File: src/rtl/idli_vop_seq_m_if.sv
// Stack-transfer sequencer bus: nibble counter, start/advance/kill controls,
// and the per-slot control outputs consumed by the virtual-op splitter.
interface idli_vop_seq_m_if;
  logic [1:0] i_vop_ctr;
  logic       i_seq_start;
  logic       i_seq_push;
  logic [7:0] i_seq_mask;
  logic       i_seq_adv;
  logic       i_seq_kill;
  logic       o_seq_busy;
  logic       o_seq_adj;
  logic       o_seq_push;
  logic [3:0] o_seq_imm;
  logic [2:0] o_seq_reg;
  logic       o_seq_reg_vld;
  logic       o_seq_last;
  logic       o_seq_done;
  logic       o_seq_err;

  modport master (
    output i_vop_ctr, i_seq_start, i_seq_push, i_seq_mask, i_seq_adv, i_seq_kill,
    input  o_seq_busy, o_seq_adj, o_seq_push, o_seq_imm, o_seq_reg,
           o_seq_reg_vld, o_seq_last, o_seq_done, o_seq_err
  );

  modport slave (
    input  i_vop_ctr, i_seq_start, i_seq_push, i_seq_mask, i_seq_adv, i_seq_kill,
    output o_seq_busy, o_seq_adj, o_seq_push, o_seq_imm, o_seq_reg,
           o_seq_reg_vld, o_seq_last, o_seq_done, o_seq_err
  );
endinterface

File: src/rtl/idli_vop_seq_m.sv
// PUSH/POP stack-transfer sequencer. One SP-adjust slot (popcount immediate)
// followed by one transfer slot per set mask bit; slots are 4 nibble cycles.
// Optional macro IDLI_VOP_SEQ_REVERSE_EN: PUSH transfers highest register first.
module idli_vop_seq_m #(
  parameter int SLOT_CYCLES = 4
) (
  input  logic          i_vop_gck,
  input  logic          i_vop_rst_n,
  idli_vop_seq_m_if.slave bus
);

  if (SLOT_CYCLES != 4) begin : g_bad_slot
    $error("idli_vop_seq_m: SLOT_CYCLES must be 4");
  end

  typedef enum logic [1:0] {IDLE, ADJ, XFER} state_t;

  state_t     state, state_nxt;
  logic [7:0] mask_q;
  logic       push_q;
  logic       kill_pend;
  logic       done_q;
  logic       err_q;
  logic       first_q;   // registered "this cycle is ctr 0" to keep imm input-free

  logic       slot_end;
  logic       kill_any;
  logic [3:0] pc;
  logic [2:0] sel;
  logic       last;
  logic       complete;
  logic       start_ok;
  logic       busy;

  function automatic logic [3:0] popcnt8(logic [7:0] m);
    logic [3:0] c;
    c = 4'd0;
    for (int i = 0; i < 8; i++) c = c + {3'd0, m[i]};
    return c;
  endfunction

  assign slot_end = (bus.i_vop_ctr == 2'd3);
  assign kill_any = kill_pend | bus.i_seq_kill;
  assign pc       = popcnt8(mask_q);
  assign last     = (pc == 4'd1);
  assign busy     = (state != IDLE);
  // Final transfer accepted this slot without an abort.
  assign complete = (state == XFER) && slot_end && !kill_any && bus.i_seq_adv && last;
  // A start is taken from IDLE or in the cycle the previous op completes.
  assign start_ok = slot_end && bus.i_seq_start && ((state == IDLE) || complete);

  // Pick the register for the current transfer slot.
  always_comb begin
    sel = 3'd0;
`ifdef IDLI_VOP_SEQ_REVERSE_EN
    if (push_q) begin
      for (int i = 0; i < 8; i++) if (mask_q[i]) sel = 3'(i);
    end else begin
      for (int i = 7; i >= 0; i--) if (mask_q[i]) sel = 3'(i);
    end
`else
    for (int i = 7; i >= 0; i--) if (mask_q[i]) sel = 3'(i);
`endif
  end

  // State register.
  always_ff @(posedge i_vop_gck or negedge i_vop_rst_n) begin
    if (!i_vop_rst_n) state <= IDLE;
    else              state <= state_nxt;
  end

  // Next-state: moves only on the last nibble cycle of a slot.
  always_comb begin
    state_nxt = state;
    if (slot_end) begin
      case (state)
        IDLE: if (bus.i_seq_start && (bus.i_seq_mask != 8'd0)) state_nxt = ADJ;
        ADJ:  state_nxt = kill_any ? IDLE : XFER;
        XFER: begin
          if (kill_any)                        state_nxt = IDLE;
          else if (bus.i_seq_adv && last)      state_nxt = (start_ok && (bus.i_seq_mask != 8'd0)) ? ADJ : IDLE;
        end
        default: state_nxt = IDLE;
      endcase
    end
  end

  // Mask/direction, kill pending, done pulse, sticky error, nibble phase.
  always_ff @(posedge i_vop_gck or negedge i_vop_rst_n) begin
    if (!i_vop_rst_n) begin
      mask_q    <= 8'd0;
      push_q    <= 1'b0;
      kill_pend <= 1'b0;
      done_q    <= 1'b0;
      err_q     <= 1'b0;
      first_q   <= 1'b0;
    end else begin
      first_q <= slot_end;
      if (start_ok) begin
        mask_q <= bus.i_seq_mask;
        push_q <= bus.i_seq_push;
      end else if (busy && slot_end && kill_any) begin
        mask_q <= 8'd0;
      end else if ((state == XFER) && slot_end && bus.i_seq_adv) begin
        mask_q <= mask_q & ~(8'd1 << sel);
      end
      if (slot_end)                    kill_pend <= 1'b0;
      else if (busy && bus.i_seq_kill) kill_pend <= 1'b1;
      done_q <= (start_ok && (bus.i_seq_mask == 8'd0)) || complete ||
                (busy && slot_end && kill_any);
      if (slot_end && bus.i_seq_start && busy && !complete) err_q <= 1'b1;
    end
  end

  // Outputs decoded from state and flops only.
  always_comb begin
    bus.o_seq_busy    = busy;
    bus.o_seq_adj     = (state == ADJ);
    bus.o_seq_push    = push_q;
    bus.o_seq_imm     = ((state == ADJ) && first_q) ? pc : 4'd0;
    bus.o_seq_reg     = (state == XFER) ? sel : 3'd0;
    bus.o_seq_reg_vld = (state == XFER);
    bus.o_seq_last    = (state == XFER) && last;
    bus.o_seq_done    = done_q;
    bus.o_seq_err     = err_q;
  end

endmodule

File: src/flat_wrapper.sv
// flat-port wrapper written by rule: the top's interface ports become plain ports
module idli_vop_seq_m_flat 
#(
  parameter int SLOT_CYCLES = 4
)
  (i_vop_gck, i_vop_rst_n, bus_i_vop_ctr, bus_i_seq_start, bus_i_seq_push, bus_i_seq_mask, bus_i_seq_adv, bus_i_seq_kill, bus_o_seq_busy, bus_o_seq_adj, bus_o_seq_push, bus_o_seq_imm, bus_o_seq_reg, bus_o_seq_reg_vld, bus_o_seq_last, bus_o_seq_done, bus_o_seq_err);
  idli_vop_seq_m_if bus_i ();
  input  logic i_vop_gck;
  input  logic i_vop_rst_n;
  input wire logic [$bits(bus_i.i_vop_ctr)-1:0] bus_i_vop_ctr;
  input wire logic [$bits(bus_i.i_seq_start)-1:0] bus_i_seq_start;
  input wire logic [$bits(bus_i.i_seq_push)-1:0] bus_i_seq_push;
  input wire logic [$bits(bus_i.i_seq_mask)-1:0] bus_i_seq_mask;
  input wire logic [$bits(bus_i.i_seq_adv)-1:0] bus_i_seq_adv;
  input wire logic [$bits(bus_i.i_seq_kill)-1:0] bus_i_seq_kill;
  output wire logic [$bits(bus_i.o_seq_busy)-1:0] bus_o_seq_busy;
  output wire logic [$bits(bus_i.o_seq_adj)-1:0] bus_o_seq_adj;
  output wire logic [$bits(bus_i.o_seq_push)-1:0] bus_o_seq_push;
  output wire logic [$bits(bus_i.o_seq_imm)-1:0] bus_o_seq_imm;
  output wire logic [$bits(bus_i.o_seq_reg)-1:0] bus_o_seq_reg;
  output wire logic [$bits(bus_i.o_seq_reg_vld)-1:0] bus_o_seq_reg_vld;
  output wire logic [$bits(bus_i.o_seq_last)-1:0] bus_o_seq_last;
  output wire logic [$bits(bus_i.o_seq_done)-1:0] bus_o_seq_done;
  output wire logic [$bits(bus_i.o_seq_err)-1:0] bus_o_seq_err;
  assign bus_i.i_vop_ctr = bus_i_vop_ctr;
  assign bus_i.i_seq_start = bus_i_seq_start;
  assign bus_i.i_seq_push = bus_i_seq_push;
  assign bus_i.i_seq_mask = bus_i_seq_mask;
  assign bus_i.i_seq_adv = bus_i_seq_adv;
  assign bus_i.i_seq_kill = bus_i_seq_kill;
  assign bus_o_seq_busy = bus_i.o_seq_busy;
  assign bus_o_seq_adj = bus_i.o_seq_adj;
  assign bus_o_seq_push = bus_i.o_seq_push;
  assign bus_o_seq_imm = bus_i.o_seq_imm;
  assign bus_o_seq_reg = bus_i.o_seq_reg;
  assign bus_o_seq_reg_vld = bus_i.o_seq_reg_vld;
  assign bus_o_seq_last = bus_i.o_seq_last;
  assign bus_o_seq_done = bus_i.o_seq_done;
  assign bus_o_seq_err = bus_i.o_seq_err;
  idli_vop_seq_m #(.SLOT_CYCLES(SLOT_CYCLES)) u_core (.i_vop_gck(i_vop_gck), .i_vop_rst_n(i_vop_rst_n), .bus(bus_i));
endmodule
File: config.mk
export PLATFORM = sky130hd
export DESIGN_NAME = idli_vop_seq_m_flat
export DESIGN_NICKNAME = d
export VERILOG_FILES = /design/src/rtl/idli_vop_seq_m_if.sv /design/src/rtl/idli_vop_seq_m.sv /design/src/flat_wrapper.sv
export SDC_FILE = /design/constraint.sdc
export NUM_CORES = 1
export LEC_CHECK = 0
export CORE_AREA = 10 10 73 75
export DETAILED_ROUTE_END_ITERATION = 8
export DIE_AREA = 0 0 83 85
export HOLD_SLACK_MARGIN = 0.15
export PLACE_DENSITY = 0.59
export SLEW_MARGIN = 15
export SYNTH_ARGS = -nofsm -noshare
export SYNTH_HDL_FRONTEND = slang
export SYNTH_SLANG_ARGS = --single-unit
File: constraint.sdc
create_clock -name i_vop_gck -period 9.4 [get_ports i_vop_gck]
set_input_delay 2.82 -clock i_vop_gck [delete_from_list [all_inputs] [get_ports i_vop_gck]]
set_output_delay 2.82 -clock i_vop_gck [all_outputs]
set_load 0.02 [all_outputs]
After elaboration in Yosys (flattened, before gate mapping)

Index checks and enable logic that the tools add are counted.

Add/sub/neg operators: 7
Eq/ne operators: 6
Shift-type cells: 1
Mux-type cells: 21
Bitwise logic cells: 3
Reductions and logical operators: 30

Operators with widths:

| cell                                                   | number |
|---|---|
| 2-to-1 mux 3 bit                                       | 9 |
| adder 4 x 1 -> 4 bit                                   | 6 |
| 2-to-1 mux 8 bit                                       | 3 |
| logical AND 1 bit                                      | 18 |
| bitwise AND 8 bit                                      | 1 |
| zero test 8 bit                                        | 1 |
| 2-to-1 mux 2 bit                                       | 4 |
| NOT 8 bit                                              | 1 |
| nonzero test 8 bit                                     | 1 |
| left shift 1 x 3 -> 8 bit (first input constant)       | 1 |
| one-hot mux 2 bit (3 select lines)                     | 1 |
| equality test 2 bit (second input constant)            | 2 |
| equality test 4 x 1 -> 1 bit (second input constant)   | 1 |
| 2-to-1 mux 4 bit                                       | 1 |
| nonzero test 2 bit                                     | 2 |
| logical OR 1 bit                                       | 3 |
| 2-to-1 mux 1 bit                                       | 3 |
| inequality test 3 x 1 -> 1 bit (second input constant) | 1 |
| AND reduction 3 bit                                    | 1 |
| nonzero test 3 bit                                     | 1 |
| adder 1 x 1 -> 2 bit                                   | 1 |
| equality test 2 x 1 -> 1 bit (second input constant)   | 1 |
| zero test 1 bit                                        | 2 |
| zero test 2 bit                                        | 1 |
| other kinds (2)                                        | 2 |

Register bits after elaboration: 15
Output and inout port bits: 14
Logic and storage cells: 75

Depth between registers and ports, before layout

Depth in word-level cells: 16
Gate-level depth with buffers: 12
Depth with buffers taken out: 12

Worst setup path after synthesis

No wires, ideal clock.

Kind: register -> output
Start point: register u_core.mask_q[0]
End point: output bus_o_seq_last
Arrival: 3.115 ns
Setup slack: 3.465 ns
Stages on the path, launching flop included: 10
Cells stage by stage: dfrtp_1 > ha_1 > inv_1 > fa_1 > fa_1 > fa_1 > inv_1 > fa_1 > nor3b_4 > and3_1

Word-level cells in the longest chain between the ends: 9

Ends and longest elaborated chain:

| what                               | RTL line              | RTL |
|---|---|---|
| start, declared                    | idli_vop_seq_m.sv:19  | `logic [7:0] mask_q;` |
| start signal, assigned             | idli_vop_seq_m.sv:100 | `mask_q <= bus.i_seq_mask;` |
| start signal, assigned             | idli_vop_seq_m.sv:105 | `mask_q <= mask_q & ~(8'd1 << sel);` |
| adder 1 x 1 -> 2 bit               | idli_vop_seq_m.sv:38  | `for (int i = 0; i < 8; i++) c = c + {3'd0, m[i]};` |
| adder 4 x 1 -> 4 bit (6 in series) | idli_vop_seq_m.sv:38  |  |
| equality test 4 x 1 -> 1 bit       | idli_vop_seq_m.sv:45  | `assign last = (pc == 4'd1);` |
| logical AND 1 bit                  | idli_vop_seq_m.sv:123 | `bus.o_seq_last = (state == XFER) && last;` |
| end, declared                      | flat_wrapper.sv:22    | `output wire logic [$bits(bus_i.o_seq_last)-1:0] bus_o_seq_last;` |

Every way passes these cells.

Final worst setup path

Same ends and word-level chain as after synthesis.

==> flow_metrics.tcl <==
set metrics [dict create \
    cts_buffer_depth 2 \
    skew_ps 2.32 \
    synth_area_leaders "dfrtp_1 34%, fa_1 7.2%, inv_1 5.4%" \
    portBuffers 29 \
    rows 23 \
    yosysSeqAreaShare_pct 33.7 \
    cellPowerDensity_nw_per_um2 310 \
    path_max_fanout 5 \
    avgRoutedWirePerCell_microns 13.7 \
    cts.sinks 15 \
    post_cts_buffers 0 \
    place.gp.congestion 0.842 \
    setup_tns_ps 0 \
    timing.final.ws_setup_ps 2600 \
    synth_nets 139 \
    grt_pass1_vias 1017 \
    layout-drive-gt1-share_pct 12.3 \
    drv_cap 0 \
    final_max_slew_viol_count 0 \
    antenna_left 0 \
    crit_top_cell "fa_1" \
    die_h_microns 85 \
    max_slew_margin_pct 51.4 \
    ff2ff_setup_slack_ps 5420 \
    max-vdd-ir-drop_uv 126 \
    netlist_area_sq_um 1110 \
    first_pass_iters 4 \
    dp_slack_ps 2860 \
    die_area_sq_um 7060 \
    finalSetupViolations 0 \
    fin_crit_ps 6800 \
    fillCellCount 397 \
    synth_edf_count 0 \
    finish.net_count 171 \
    root_buffer "clkbuf_8" \
    start_util_pct 28.4 \
    dieWidth_microns 83 \
    dr_total_vias 902 \
    antenna_cells 0 \
    status "complete, no violations" \
    crit_required_ps 6580 \
    critPathLaunchType "register" \
    p_leak_nw 0.637 \
    drt-vias-per-instance 4.60 \
    synth-seq-cells 15 \
    grt_pass1_wl_microns 4710 \
    multi_input_area_sq_um 668 \
    final_hold_viol_count 0 \
    routed_wl_microns 2690 \
    post_cts_resized 0 \
    synth_flop_cell "dfrtp_1" \
    synth_area_per_cell_sq_um 9.67 \
    ff2ff_path_depth 11 \
    drtIter0Drc 28 \
    timing.final.crit_share_pct 72.3 \
    postCtsHoldBufs 0 \
    cp.depth 10 \
    grt_start_max_net_pins 16 \
    cpMaxStageDelayCell "clkdlybuf4s50_1" \
    endpoint "bus_o_seq_last" \
    clk_pin_slew_ps 60 \
    drc 0 \
    worst_hold_path_type "reg2reg" \
    core_area_sq_um 3910 \
    grtUsageTotal_pct 7.98 \
    final_util_pct 38.4 \
    insertion_delay_ps 250 \
    antenna_found_initial 0 \
    path_buf_inv 3 \
    netlist_top_cells_count "16 x inv_1, 15 x dfrtp_1, 12 x nand2_1, 10 x nor2_1" \
    r2r_end "u_core.mask_q[2]" \
    synth_cell_types 36 \
    cts_tree "yes" \
    syn_to_final_growth_pct 35.0 \
    cp-end-kind "output port" \
    yosysWarnings 0 \
    regArea_sq_um 375 \
    ys_async_sr_fraction_pct 100 \
    r2r_start "u_core.mask_q[0]" \
    cp_cell_sequence "ha_1 > inv_1 > fa_1 > fa_1 > fa_1 > inv_1 > fa_1 > nor3b_4 > and3_1 > clkdlybuf4s50_1" \
    io_pins 30 \
    grt_overflow 0 \
    grt_setup_unrepaired "false" \
    numCtsBuffers 3 \
    max_freq_ghz 0.147 \
    syn_inst 115 \
    arrival_ps 3980 \
    dp_hpwl_microns 2250 \
    synth_most_common_cell "inv_1" \
    max_stage_delay_ps 600 \
    path_delay_family "adder cells" \
    cts_max_level 1 \
    worstMarginPinSlew_ps 726 \
    yosysTopAreaCellShare_pct 33.7 \
    synth_top_cell_by_area "dfrtp_1" \
    startpoint "u_core.mask_q[0]" \
    crit_type "reg2out" \
]
-- how the worst min path moves through the flow --
stage	start	endpoint	slack, ps	depth (start not counted)
after floorplan	u_core.kill_pend	u_core.kill_pend	480	2
final	u_core.bus.o_seq_err	u_core.bus.o_seq_err	470	1
after CTS	u_core.bus.o_seq_err	u_core.bus.o_seq_err	480	1
after global routing	u_core.bus.o_seq_err	u_core.bus.o_seq_err	490	1
after detailed placement	u_core.bus.o_seq_err	u_core.bus.o_seq_err	470	1
after global placement	u_core.bus.o_seq_err	u_core.bus.o_seq_err	460	1
-- cell usage in the layout (no fill, tap or decap), types with 2 or more instances in the layout --
cell,Yosys,routed
a21oi_1,5,5
and3_1,5,5
clkbuf_8,0,3
clkdlybuf4s50_1,0,29
dfrtp_1,15,15
fa_1,4,4
ha_1,4,4
inv_1,16,16
mux2_1,2,2
mux2_2,5,5
mux2i_1,4,4
nand2_1,12,12
nand3_1,2,2
nor2_1,10,10
nor2b_1,3,3
nor4_1,3,3
o211ai_1,2,2
o21ai_0,2,2
or2_2,2,2
-- per-layer routing --
metal	vias up	track usage [%]	part of all wire [%]
met1	414	8.58	42
li1	459	-	-
met3	6	2.29	4.7
met4	0	4.02	2.2
met2	23	14.0	51
met5	-	0	0
-- metrics by stage --
stage	hold slack [ps]	total power [mW]	cell area, sq um	cells
finish	473	0.466	1500	196
global route	495	0.518	1500	196
CTS	481	0.471	1500	196
detailed placement	466	0.417	1460	192
global placement	461	0.410	1460	192
floorplan	477	0.335	1110	115
-- kinds of logic (layout without fill, tap and decap cells) --
logic type | Yosys count | count (layout) | share of synthesized area (%)
XOR/XNOR | 1 | 1 | 1.46
AO/OA/AOI/OAI | 18 | 18 | 11.8
adder cells (fa/ha/maj) | 8 | 8 | 11.7
multiplexers | 11 | 11 | 10.7
AND/OR/NAND/NOR | 44 | 44 | 24.4
buffers and inverters | 18 | 49 | 6.19
flip-flops | 15 | 15 | 33.7
-- power breakdown --
group | switching (mW) | internal [mW] | total, mW
Clock | 0.0233 | 0.0300 | 0.0533
Sequential | 0.0282 | 0.0879 | 0.116
Combinational | 0.158 | 0.138 | 0.296
Total | 0.210 | 0.256 | 0.466
-- flip-flops by register name, indices dropped and copies added, names as in the netlist --
name,flops
u_core.state,2
u_core.bus.o_seq_done,1
u_core.mask_q,8
u_core.kill_pend,1
u_core.bus.o_seq_err,1
u_core.bus.o_seq_push,1
u_core.first_q,1
-- worst register-to-register path: stages, from the launching register on --
cell and delay (ps):
dfrtp_1 440, ha_1 310, inv_1 40, fa_1 490, fa_1 430, fa_1 390, inv_1 80, fa_1 460
nor3b_4 290, nand4_4 170, a21oi_4 390, mux2_2 380
-- layout make-up --
cell class              instances  share of cell area (%)
multi-input cells              82                    44.5
flip-flops and latches         15                    25.0
repair buffers                 29                    19.3
well taps                      50                    4.17
inverters                      16                    4.00
clock buffers                   4                    3.00
(Power assumes the default switching activity.)
==> RTL change 1 (config.mk and constraints unchanged) <==
Encoding of `state_t`: now one-hot (3 bits for 3 states).
--- a/src/rtl/idli_vop_seq_m.sv
+++ b/src/rtl/idli_vop_seq_m.sv
@@ -15,3 +15,3 @@
 
-  typedef enum logic [1:0] {IDLE, ADJ, XFER} state_t;
+  typedef enum logic [2:0] {IDLE = 3'b001, ADJ = 3'b010, XFER = 3'b100} state_t;
 
Check against the original RTL: no difference found for any inputs over 10 cycles, from zero or initial values and one cycle with i_vop_rst_n low; not proved beyond that.
==> RTL change 1 against the unedited design <==
Total power is 1.8% higher. Sequential cell count is 1 higher. Routed wire length is 8.4% higher. Non-clock buffer count stayed put. Via count is 13% higher. Area after synthesis is 1.8% higher. Cell count is 4.1% higher. Cell area is 0.92% higher. Setup slack better by 0.093 ns. Critical path type unchanged. Die area stayed put. First-iteration DRC count is 71% higher.
==> RTL change 1: results (changes against the unedited design) <==
Leak pwr = 0.5965 nW (-6.4%)
Largest net degree at the start of global routing = 19 (+3)
Hold buffers post-CTS = 0 (unchanged)
Max-slew headroom = 0.5006 (-0.01378)
Placed Area = 0.001460 mm² (+0.26%)
Peak supply drop = 0.09597 mV (-24%)
Commonest cells in the netlist = 23 x nand2_1, 15 x dfrtp_1, 11 x inv_1, 9 x nor2_1, 8 x o21ai_0
Mux contribution to synthesized area = 0.02320 (-0.08366)
DR WL met2 = 1428 µm (+3.2%)
Global-route wire length before repair = 4968 µm (+5.6%)
Worst Path Arrival = 3.88 ns (-0.10 ns)
Synth async-reset ratio = 1.000 (unchanged)
Syn_nets = 149 (+7.2%)
Post-Synth Adder-Cell Area = 0.1149 (-0.002068)
R2R depth = 13 (+2)
Reg2reg end = u_core.state[0]
Layout cells sized above 1 = 0.1039 (-0.01939)
DPL Wire Length = 2361 µm (+4.7%)
Number of global-route vias before repair = 1085 (+6.7%)
DR vias/cell = 4.995 (+8.5%)
WL met3 = 126 µm (-0.79%)
Registers with the most flip-flops = u_core.mask_q: 8 flops, u_core.state: 3 flops
WL final = 2918 µm (+8.4%)
Total GRT Usage = 0.08369 (+0.003914)
Synth unique cells = 42 (+17%)
Outcome = finished, final reports clean
Met1 wire length = 1294 µm (+15%)
Place WS = 2.971 ns (+0.1136 ns)
Synth area leaders = dfrtp_1 33%, nand2_1 7.6%, fa_1 7.1%
Fill count = 416 (+4.8%)
Post-Synth XOR/XNOR Area = 0.007735 (-0.006888)
1st-iter DRT viols = 48 (+71%)
Internal = 0.2594 mW (+1.5%)
R2R Setup Slk = 5.35 ns (-0.07 ns)
Synth Flop Type = dfrtp_1
Sequential cell area fraction in the yosys report = 0.3547 (+0.01724)
Synth Area in Compound Gates = 0.2044 (+0.08631)
NumNets Final = 179 (+4.7%)
Worst clock skew = 0.0006321 ns (-0.001691 ns)
Routability Congestion = 0.7867 (-6.6%)
-- RTL change 1: changes by cell type after synthesis, moves of 3 or more --
cell     before  now
nand2_1      12   23
o21ai_0       2    8
inv_1        16   11
mux2_2        5    1
mux2i_1       4    0
nor2b_1       3    0
-- RTL change 1: area by class of cell --
type                       count  share of cell area
sequential                    16              0.2651
clock buffer                   4             0.03633
timing repair buffer          29              0.1916
inverter                      12             0.03055
tap                           50             0.04129
multi-input combinational     93              0.4352
-- RTL change 1: worst max-delay path, delay by kind of cell (launching register included) --
kind	cells	cell delay [ns]
AO/OA/AOI/OAI	1	0.33
adder cells (fa/ha/maj)	5	1.91
flip-flops	1	0.43
buffers and inverters	4	0.79
AND/OR/NAND/NOR	2	0.18
-- RTL change 1: metrics by stage --
step           power [mW]    util  hold slack, ns  std cells
6_report           0.4737  0.3871          0.4890        204
5_1_grt            0.5240  0.3871          0.5190        204
4_1_cts            0.4807  0.3871          0.4896        204
3_5_place_dp       0.4153  0.3731          0.4734        200
3_3_place_gp       0.4019  0.3731          0.4591        200
2_1_floorplan      0.3386       -          0.4635        125
-- RTL change 1: routing by layer --
metal  vias up  GRT usage
met4         0    0.05108
met1       483    0.09285
li1        506          -
met3         5    0.01912
met2        25     0.1426
met5         -          0
-- RTL change 1: logic make-up after synthesis --
kind of cell,after synthesis
AOI/OAI and AO/OA,30
xor gates and xnor gates,1
adders and majority gates,8
buffers and inverters,16
DFF,16
muxes,2
and+or+nand+nor,52
-- RTL change 1: worst max path at each step --
stage                                 from              to  slack (ns)
final                     u_core.mask_q[0]  bus_o_seq_last        2.70
after CTS                 u_core.mask_q[0]  bus_o_seq_last        2.68
after detailed placement  u_core.mask_q[0]  bus_o_seq_last        2.97
after global placement    u_core.mask_q[0]  bus_o_seq_last        3.04
after floorplan           u_core.mask_q[0]  bus_o_seq_last        3.52
after global routing      u_core.mask_q[1]  bus_o_seq_last        2.50
-- RTL change 1: power by group through the flow --
| stage | combinational, mW | sequential (mW) | clock [mW] |
|---|---|---|---|
| 3_5_place_dp | 0.286 | 0.129 | 0 |
| 5_1_grt | 0.321 | 0.133 | 0.0695 |
| 6_report | 0.282 | 0.128 | 0.0634 |
| 2_1_floorplan | 0.217 | 0.122 | 0 |
| 3_3_place_gp | 0.276 | 0.126 | 0 |
| 4_1_cts | 0.287 | 0.128 | 0.0659 |
==> RTL change 2 (same flow settings) <==
Made on the original files. Build with the macro `IDLI_VOP_SEQ_REVERSE_EN` defined.
--- a/src/rtl/idli_vop_seq_m.sv
+++ b/src/rtl/idli_vop_seq_m.sv
@@ -3,2 +3,4 @@
 // Optional macro IDLI_VOP_SEQ_REVERSE_EN: PUSH transfers highest register first.
+`define IDLI_VOP_SEQ_REVERSE_EN
+
 module idli_vop_seq_m #(
Function: changed (a bounded check fails within 4 cycles, from zero or initial values and one cycle with i_vop_rst_n low).
==> RTL change 2 against the unedited design <==
Global-route usage increased by 1.1 points. Setup slack got worse by 0.15 ns. Via count increased by 25%. Area after synthesis decreased by 0.11%. Cell area increased by 0.50%. Sequential cell count unchanged. Sequential power increased by 7%. Critical path type unchanged. Total power increased by 12%. Routed wire length increased by 20%.
==> RTL change 2: results (changes against the unedited design) <==
Peak supply drop = 0.1779 mV (+42%)
Total GRT Usage = 0.09111 (+0.01133)
Place WS = 2.756 ns (-0.1019 ns)
Max-slew headroom = 0.3573 (-0.1570)
NumNets Final = 182 (+6.4%)
Layout cells sized above 1 = 0.05063 (-0.07265)
Largest fanout on the critical path = 6 (+1)
1st-iter DRT viols = 67 (+140%)
Inst Count DP = 204 (+6.3%)
WL/cell = 15.56 µm (+13%)
Avg Inst Size Synth = 8.889 µm² (-8.1%)
Syn_nets = 148 (+6.5%)
Outcome = finished, final reports clean
Synth unique cells = 37 (+2.8%)
Worst setup margin = 2.455 ns (-0.1502 ns)
Worst clock skew = 0.001358 ns (-0.0009652 ns)
Worst Path Arrival = 4.13 ns (+0.15 ns)
PortBufs = 29 (unchanged)
Fill count = 423 (+6.5%)
R2R Setup Slk = 5.16 ns (-0.26 ns)
Sequential cell area fraction in the yosys report = 0.3378 (+0.0003800)
Commonest cells in the netlist = 15 x dfrtp_1, 14 x inv_1, 14 x nor2_1, 10 x nand2_1, 9 x a32o_1
DPL Wire Length = 2589 µm (+15%)
DR vias = 1123 (+25%)
Worst hold slack = 0.4697 ns (-0.003677 ns)
Leak pwr = 0.5900 nW (-7.4%)
Reg2reg end = u_core.bus.o_seq_push
Routability Congestion = 0.8447 (+0.31%)
Number of global-route vias before repair = 1194 (+17%)
Synth area leaders = dfrtp_1 34%, a32o_1 8.1%, fa_1 7.2%
[RTL change 2: cell count changes after synthesis, sizes merged, moves of 3 or more]
cell,delta
mux2,-6
o211ai,+3
mux2i,-3
and3,-3
or4,+4
nor2,+4
a211oi,+3
a32o,+9
[RTL change 2: routing by layer]
layer,share of wire,global-route usage,vias up
met5,0,0,-
met4,0.013,0.03715,0
met3,0.065,0.02581,4
met2,0.48,0.1503,49
met1,0.44,0.1085,535
li1,-,-,535
[RTL change 2: power by group]
group / total (mW) / internal (mW) / leakage (nW) / switching, mW
clock network: 0.0540 / 0.0301 / 0.0228 / 0.0239
registers: 0.124 / 0.0899 / 0.191 / 0.0345
logic: 0.345 / 0.147 / 0.376 / 0.197
total: 0.523 / 0.267 / 0.590 / 0.256
[RTL change 2: layout make-up]
type | instances | area [µm²] | area share
well taps | 50 | 62.56 | 0.04146
clock buffers | 4 | 45.04 | 0.02985
inverters | 15 | 56.30 | 0.03731
repair buffers | 29 | 290.3 | 0.1924
multi-input cells | 95 | 679.4 | 0.4502
flip-flops and latches | 15 | 375.4 | 0.2488
[RTL change 2: kinds of logic after synthesis]
group                      after synthesis  share of synthesized area
AOI/OAI and AO/OA                       39                     0.2714
xor gates and xnor gates                 1                   0.007884
adders and majority gates                7                     0.1059
buffers and inverters                   15                    0.05067
DFF                                     15                     0.3378
muxes                                    2                    0.01914
and+or+nand+nor                         46                     0.2072
[RTL change 2: worst register-to-register path, cell delays in order, from the launching register on]
cell and delay, ns:
dfrtp_1 0.43, ha_1 0.30, inv_1 0.05, fa_1 0.49
fa_1 0.43, fa_1 0.39, inv_1 0.08, fa_1 0.42
nor3b_1 0.40, nand4_1 0.28, a21oi_2 0.47, mux2_2 0.39
